File: src/rtl/shift_reg_ctrl.sv
// shift_reg_ctrl
// -----------------------------------------------------------------------------
// Sequencer for D-flip-flop shift-register chains. A parallel word is taken
// over a LOAD/RDY handshake and serialised LSB-first on SO, with SEN marking
// every cycle whose SO bit the downstream chain must clock in. BITCNT reports
// how many bits have gone out and DONE pulses once after the last bit.
//
// Optional feature (compile-time macro): SHIFT_CTRL_PARITY_EN
//   Defined   -> one extra SEN cycle after the data bits that carries the
//                even parity (XOR reduction) of the captured word.
//   Undefined -> exactly WIDTH bits per transfer.
//
// Ports
//   C       in   clock, rising edge
//   R       in   asynchronous active-high reset
//   DIN     in   [WIDTH] parallel word, sampled only on the accepting edge
//   LOAD    in   word valid (accepted when RDY=1)
//   RDY     out  controller can accept a word (IDLE only)
//   ABORT   in   cancel the transfer in progress (SHIFT/PAR only)
//   SO      out  serial data to the chain's D input
//   SEN     out  shift enable, SO is valid this cycle
//   BUSY    out  transfer in progress
//   DONE    out  one-cycle completion pulse
//   BITCNT  out  [CNT_W] bits already shifted in this transfer
//
// All outputs decode registered state only; no input reaches an output
// combinationally.
// -----------------------------------------------------------------------------
module shift_reg_ctrl #(
    parameter  int WIDTH = 8,
    localparam int CNT_W = $clog2(WIDTH + 1)
) (
    input  logic             C,
    input  logic             R,
    input  logic [WIDTH-1:0] DIN,
    input  logic             LOAD,
    output logic             RDY,
    input  logic             ABORT,
    output logic             SO,
    output logic             SEN,
    output logic             BUSY,
    output logic             DONE,
    output logic [CNT_W-1:0] BITCNT
);

    typedef enum logic [1:0] {
        IDLE  = 2'd0,
        SHIFT = 2'd1,
`ifdef SHIFT_CTRL_PARITY_EN
        PAR   = 2'd2,
`endif
        FIN   = 2'd3
    } state_t;

    localparam logic [CNT_W-1:0] LAST_CNT = CNT_W'(WIDTH - 1);

    state_t             state_reg, state_next;
    logic [WIDTH-1:0]   buf_reg,   buf_next;
    logic [CNT_W-1:0]   cnt_reg,   cnt_next;
`ifdef SHIFT_CTRL_PARITY_EN
    logic               par_reg,   par_next;
`endif

    // State register
    always_ff @(posedge C or posedge R) begin
        if (R) begin
            state_reg <= IDLE;
            buf_reg   <= '0;
            cnt_reg   <= '0;
`ifdef SHIFT_CTRL_PARITY_EN
            par_reg   <= 1'b0;
`endif
        end else begin
            state_reg <= state_next;
            buf_reg   <= buf_next;
            cnt_reg   <= cnt_next;
`ifdef SHIFT_CTRL_PARITY_EN
            par_reg   <= par_next;
`endif
        end
    end

    // Next-state logic
    always_comb begin
        state_next = state_reg;
        buf_next   = buf_reg;
        cnt_next   = cnt_reg;
`ifdef SHIFT_CTRL_PARITY_EN
        par_next   = par_reg;
`endif
        case (state_reg)
            IDLE: begin
                // LOAD wins over a simultaneous ABORT here; ABORT has no
                // meaning while idle.
                if (LOAD) begin
                    buf_next   = DIN;
                    cnt_next   = '0;
`ifdef SHIFT_CTRL_PARITY_EN
                    // Parity is taken from the word as captured, so later
                    // DIN changes and the draining buffer cannot disturb it.
                    par_next   = ^DIN;
`endif
                    state_next = SHIFT;
                end
            end
            SHIFT: begin
                // ABORT outranks the end-of-word transition.
                if (ABORT) begin
                    buf_next   = '0;
                    cnt_next   = '0;
                    state_next = IDLE;
                end else begin
                    buf_next = buf_reg >> 1;
                    cnt_next = cnt_reg + CNT_W'(1);
                    if (cnt_reg == LAST_CNT) begin
`ifdef SHIFT_CTRL_PARITY_EN
                        state_next = PAR;
`else
                        state_next = FIN;
`endif
                    end
                end
            end
`ifdef SHIFT_CTRL_PARITY_EN
            PAR: begin
                if (ABORT) begin
                    buf_next   = '0;
                    cnt_next   = '0;
                    state_next = IDLE;
                end else begin
                    // BITCNT stays at WIDTH through PAR and FIN.
                    state_next = FIN;
                end
            end
`endif
            FIN: begin
                cnt_next   = '0;
                state_next = IDLE;
            end
            default: begin
                buf_next   = '0;
                cnt_next   = '0;
                state_next = IDLE;
            end
        endcase
    end

    // Output decode from registered state
    always_comb begin
        RDY  = 1'b0;
        BUSY = 1'b0;
        SEN  = 1'b0;
        SO   = 1'b0;
        DONE = 1'b0;
        case (state_reg)
            IDLE: begin
                RDY = 1'b1;
            end
            SHIFT: begin
                BUSY = 1'b1;
                SEN  = 1'b1;
                SO   = buf_reg[0];
            end
`ifdef SHIFT_CTRL_PARITY_EN
            PAR: begin
                BUSY = 1'b1;
                SEN  = 1'b1;
                SO   = par_reg;
            end
`endif
            FIN: begin
                DONE = 1'b1;
            end
            default: begin
                RDY = 1'b0;
            end
        endcase
    end

    assign BITCNT = cnt_reg;

endmodule

File: config.mk
export PLATFORM = sky130hd
export DESIGN_NAME = shift_reg_ctrl
export DESIGN_NICKNAME = d
export VERILOG_FILES = /design/src/rtl/shift_reg_ctrl.sv
export SDC_FILE = /design/constraint.sdc
export NUM_CORES = 1
export LEC_CHECK = 0
export CAP_MARGIN = 0
export CORE_MARGIN = 1
export CORE_UTILIZATION = 47
export CTS_BUF_LIST = sky130_fd_sc_hd__clkbuf_8
export CTS_CLUSTER_DIAMETER = 40
export DETAILED_ROUTE_END_ITERATION = 10
export PLACE_DENSITY = 0.8
export SETUP_SLACK_MARGIN = 0.15
export SLEW_MARGIN = 5
export SYNTH_ARGS = -nofsm -noshare
export SYNTH_HDL_FRONTEND = slang
export SYNTH_SLANG_ARGS = --single-unit
File: constraint.sdc
create_clock -name C -period 1.7 [get_ports C]
set_input_delay 0.255 -clock C [delete_from_list [all_inputs] [get_ports C]]
set_output_delay 0.255 -clock C [all_outputs]
set_load 0.01 [all_outputs]
* After elaboration in Yosys (flattened, before gate mapping)
Cells that the tools add are included.
** Storage, ports and cells
- Logic and storage cells :: 27
- Register bits after elaboration :: 14
- Output and inout bits :: 9
- Input port bits :: 12
** Operators by class
- Bitwise gates (word level) :: 1
- $add $sub $neg :: 1
- Mux-type cells :: 14
- Reductions and logical operators :: 3
- Equality and inequality tests :: 5
** Operators by type and width (number)
- $pmux 8 s3 :: 1
- $mux 4 :: 2
- $mux 8 :: 1
- $pmux 4 s2 :: 1
- $mux 7 :: 1
- $mux 2 :: 3
- $add 4x1->4 const B :: 1
- $eq 4x3->1 const B :: 1
- $mux 1 :: 4
- $pmux 2 s2 :: 1
- $reduce_and 2->1 :: 2
- $ne 3x3->1 const B :: 1
- $eq 2x1->1 const B :: 1
- $eq 2x2->1 const B :: 1
- $logic_not 2->1 :: 1
- $ne 2x2->1 const B :: 1
- $not 1->1 :: 1

* Logic depth before layout (Yosys ltp)
Gate-level depths: netlist (run 1).
- Depth after elaboration :: 4
- Depth in mapped cells :: 5
- Mapped depth without buffers :: 4

* Worst setup path after synthesis (run 1)
OpenSTA, ideal clock, no wires.
- Path kind :: register to output
- From :: register state_reg[1]
- To :: output SO
- Path slack :: 0.476 ns
- Cell stages (with the launch flop) :: 4
- Data arrival time :: 0.969 ns
- Path through :: dfrtp_1 -> buf_2 -> nor2b_1 -> and2_1
** Between the ends
- Cells in the longest elaborated chain, start to end :: 2
** Ends and longest elaborated chain
- start, declared :: line 57 : state_t state_reg, state_next;
- start signal, assigned :: line 74 : state_reg <= state_next;
- $eq 2x1->1 :: line 155 : case (state_reg)
- $mux 1 :: line 155
- end, declared :: line 39 : output logic SO,
Every way passes these cells.

* Final worst setup path (run 1)
- From :: register cnt_reg[2] (netlist: BITCNT[2])
- To :: output BITCNT[2]
** RTL lines
- start, declared :: line 59 : logic [CNT_W-1:0] cnt_reg, cnt_next;
- start signal, assigned :: line 76 : cnt_reg <= cnt_next;
- end, declared :: line 43 : output logic [CNT_W-1:0] BITCNT
No word-level cell between the ends.

==> run_results.csv, run 1 <==
group,metric,value,unit
route,vias,590,
placement,io_buffer_count,20,
die,die_area,1640,µm²
setup_path,critPathRequiredTime,1440,ps
yosys,netlist_instances,66,
setup_path,cp.depth,1,
layout,largest_reg_flops,8,
timing,fmax,677,MHz
global_routing,grt_pass1_vias,520,
setup_path,slowest_stage,"clkdlybuf4s50_1",
global_routing,antenna_found_initial,0,
global_routing,grt_first_pass_wirelength,2.19,mm
timing,rsz0062_at_grt,"false",
route,vias_per_cell,5.57,
yosys,ys_top_cells_by_area,"dfrtp_1 50%, a22oi_1 7.6%, o2bb2ai_1 6.3%",
pwr,power_density,943,nW/µm²
global_routing,overflow,0,
global_routing,track_usage,0.210,
setup_path,worstPathMaxFanout,5,
yosys,synth.distinct_cells,23,
setup_path,crit_arrival,1220,ps
timing,hold_viol_final,0,
yosys,syn_area,696,µm²
clocking,cts-root-buf,"clkbuf_8",
yosys,synth_seq_cells,14,
placement,place_congestion,0.716,
die,start_util,0.522,
setup_path,crit_family,"buffers and inverters",
die,die_x,40.5,µm
yosys,yosysWarnings,0,
clocking,clock_sinks,14,
die,io_pins,21,
timing,post-route-min-period,1480,ps
layout,diodes,0,
route,drc,0,
route,wl,1.47,mm
setup_path,worst-setup-path-type,"reg -> out",
setup_path,cp_cell_sequence,"clkdlybuf4s50_1",
layout,syn_to_final_growth,39.9,%
route,drt_pass1_iterations,4,
clocking,insertion_delay,240,ps
setup_path,end_kind,"output port",
pwr,peakVddDrop,0.607,mV
layout,final_nets,105,
route,ant_nets,0,
route,drt_iter0_drc,6,
timing,finClkSkew,1.67,ps
die,fp-row-count,13,
timing,relSlewSlack,0.643,
yosys,syn_nets,79,
job,maxCapViolations,0,
yosys,synth_top_area_share,0.504,
run_status,outcome,"complete, no violations",
timing,tightest_slew,534,ps
yosys,ys_seq_area_frac,0.504,
timing,slew_viol_final,0,
placement,place_hpwl,1.04,mm
clocking,cts_tree,"done",
timing,period_share,0.869,
route,post_drt_wl_per_cell,13.8,µm
die,die_h,40.5,µm
global_routing,grt_max_degree,15,
worst_hold_path,hold_path.class,"in -> async",
setup_path,slowest_delay,560,ps
yosys,syn_area_per_cell,10.5,µm²
layout,fin_util,0.730,
setup_path,critPathLaunchType,"flip-flop",
timing,fin_tns_setup,0,ps
pwr,power_leakage,0.450,nW
clocking,h-tree-depth,1,
setup_path,crit_buf_inv,1,
yosys,synth_top_area_cell,"dfrtp_1",
die,design.core.area,1330,µm²
layout,layout-drive-gt1-share,0.176,
clocking,clk_pin_slew,60,ps
clocking,cts_buffer_depth,2,
timing,final-setup-viol-count,0,
setup_path,ff2ff_path_depth,5,
clocking,cts_buffers,3,
[repair_timing]
item	4_1_cts	5_1_grt
gates resized for setup	6	6
buffers inserted	2	0
hold buffers	0	0
endpoints found under the setup margin	5	3
[layer usage]
| metal | up-vias | global-route usage | wire (µm) |
|---|---|---|---|
| met1 | 282 | 0.270 | 685 |
| li1 | 289 | - | - |
| met3 | 4 | 0.0333 | 56 |
| met5 | - | 0 | 0 |
| met2 | 15 | 0.341 | 694 |
| met4 | 0 | 0.100 | 29 |
[path summary, 6_finish.rpt]
| check | from | to | slack, ps |
|---|---|---|---|
| setup / recovery | BITCNT[2] | BITCNT[2] | 220 |
| hold / removal | R | buf_reg[1] | 350 |
| setup reg to reg | state_reg[1] | buf_reg[7] | 400 |
| hold reg to reg | buf_reg[4] | buf_reg[4] | 490 |
| max in group asynchronous | R | state_reg[1] | 970 |
| min in group C | buf_reg[4] | buf_reg[4] | 490 |
[cell type report]
type / instances / area (µm²)
Clock buffer: 4 / 55.1
Fill cell: 96 / 360
Multi-Input combinational cell: 44 / 305
Tap cell: 15 / 18.8
Sequential cell: 14 / 352
Timing Repair Buffer: 27 / 235
Inverter: 2 / 7.51
[where the power goes]
| group | internal, mW | switching [mW] | leakage (nW) |
|---|---|---|---|
| clock | 0.205 | 0.117 | 0.0288 |
| combinational | 0.108 | 0.0839 | 0.239 |
| sequential | 0.374 | 0.0306 | 0.182 |
[logic make-up after synthesis]
| kind of cell | share of synthesized area |
|---|---|
| multiplexers | 0.0432 |
| XOR/XNOR | 0.0126 |
| AO/OA/AOI/OAI | 0.212 |
| AND/OR/NAND/NOR | 0.153 |
| buffers and inverters | 0.0576 |
| flip-flops | 0.504 |
| adder cells (fa/ha/maj) | 0.0180 |
[synthesized netlist by cell type]
master and count:
nor4b_1 1, and2_1 2, a2bb2oi_1 2, inv_1 2, o21ai_0 2, buf_4 2
clkbuf_1 2, or3b_1 1, a21o_1 1, xor2_1 1, and2b_4 1, ha_1 1
a22oi_1 7, nand3_1 4, o2bb2ai_1 5, buf_2 2, nor2b_1 2, nor2_1 7
nand2_1 2, a32o_1 1, dfrtp_1 14, a31oi_1 1, mux2i_1 3
[cell usage in the layout (no fill, tap or decap), drive strengths merged]
master / synthesis / routed
clkdlybuf4s50: 0 / 15
nor2b: 2 / 2
inv: 2 / 2
o2bb2ai: 5 / 5
buf: 4 / 7
dlygate4sd2: 0 / 2
or3b: 1 / 1
mux2i: 3 / 3
nand3: 4 / 4
nor2: 7 / 7
a22oi: 7 / 7
a2bb2oi: 2 / 2
a31oi: 1 / 1
a21o: 1 / 1
a32o: 1 / 1
o21ai: 2 / 2
clkbuf: 2 / 7
and2: 2 / 2
ha: 1 / 1
and2b: 1 / 1
dfrtp: 14 / 14
nand2: 2 / 2
xor2: 1 / 1
nor4b: 1 / 1
[stage by stage]
stage | power (mW) | cell area [µm²] | hold slack [ps] | setup slack (ps) | std cells
finish | 0.918 | 973 | 347 | 223 | 106
global route | 0.960 | 973 | 428 | 166 | 106
CTS | 0.925 | 985 | 356 | 134 | 106
detailed placement | 0.614 | 920 | 482 | 110 | 100
global placement | 0.608 | 920 | 475 | 135 | 100
floorplan | 0.518 | 696 | 144 | 476 | 66
[worst register-to-register path, stage by stage, from the launching register on]
cell and delay (ps):
dfrtp_2 370, buf_4 120, buf_4 180, inv_1 80, a21o_1 220, a32o_1 220
Power figures use the tool's default switching activity.
==> run 2: changes to the inputs <==
- ABC_CLOCK_PERIOD_IN_PS: default -> 1700
==> results of run 2 <==
The final DEF is identical to that of run 1; final timing and power are the same.
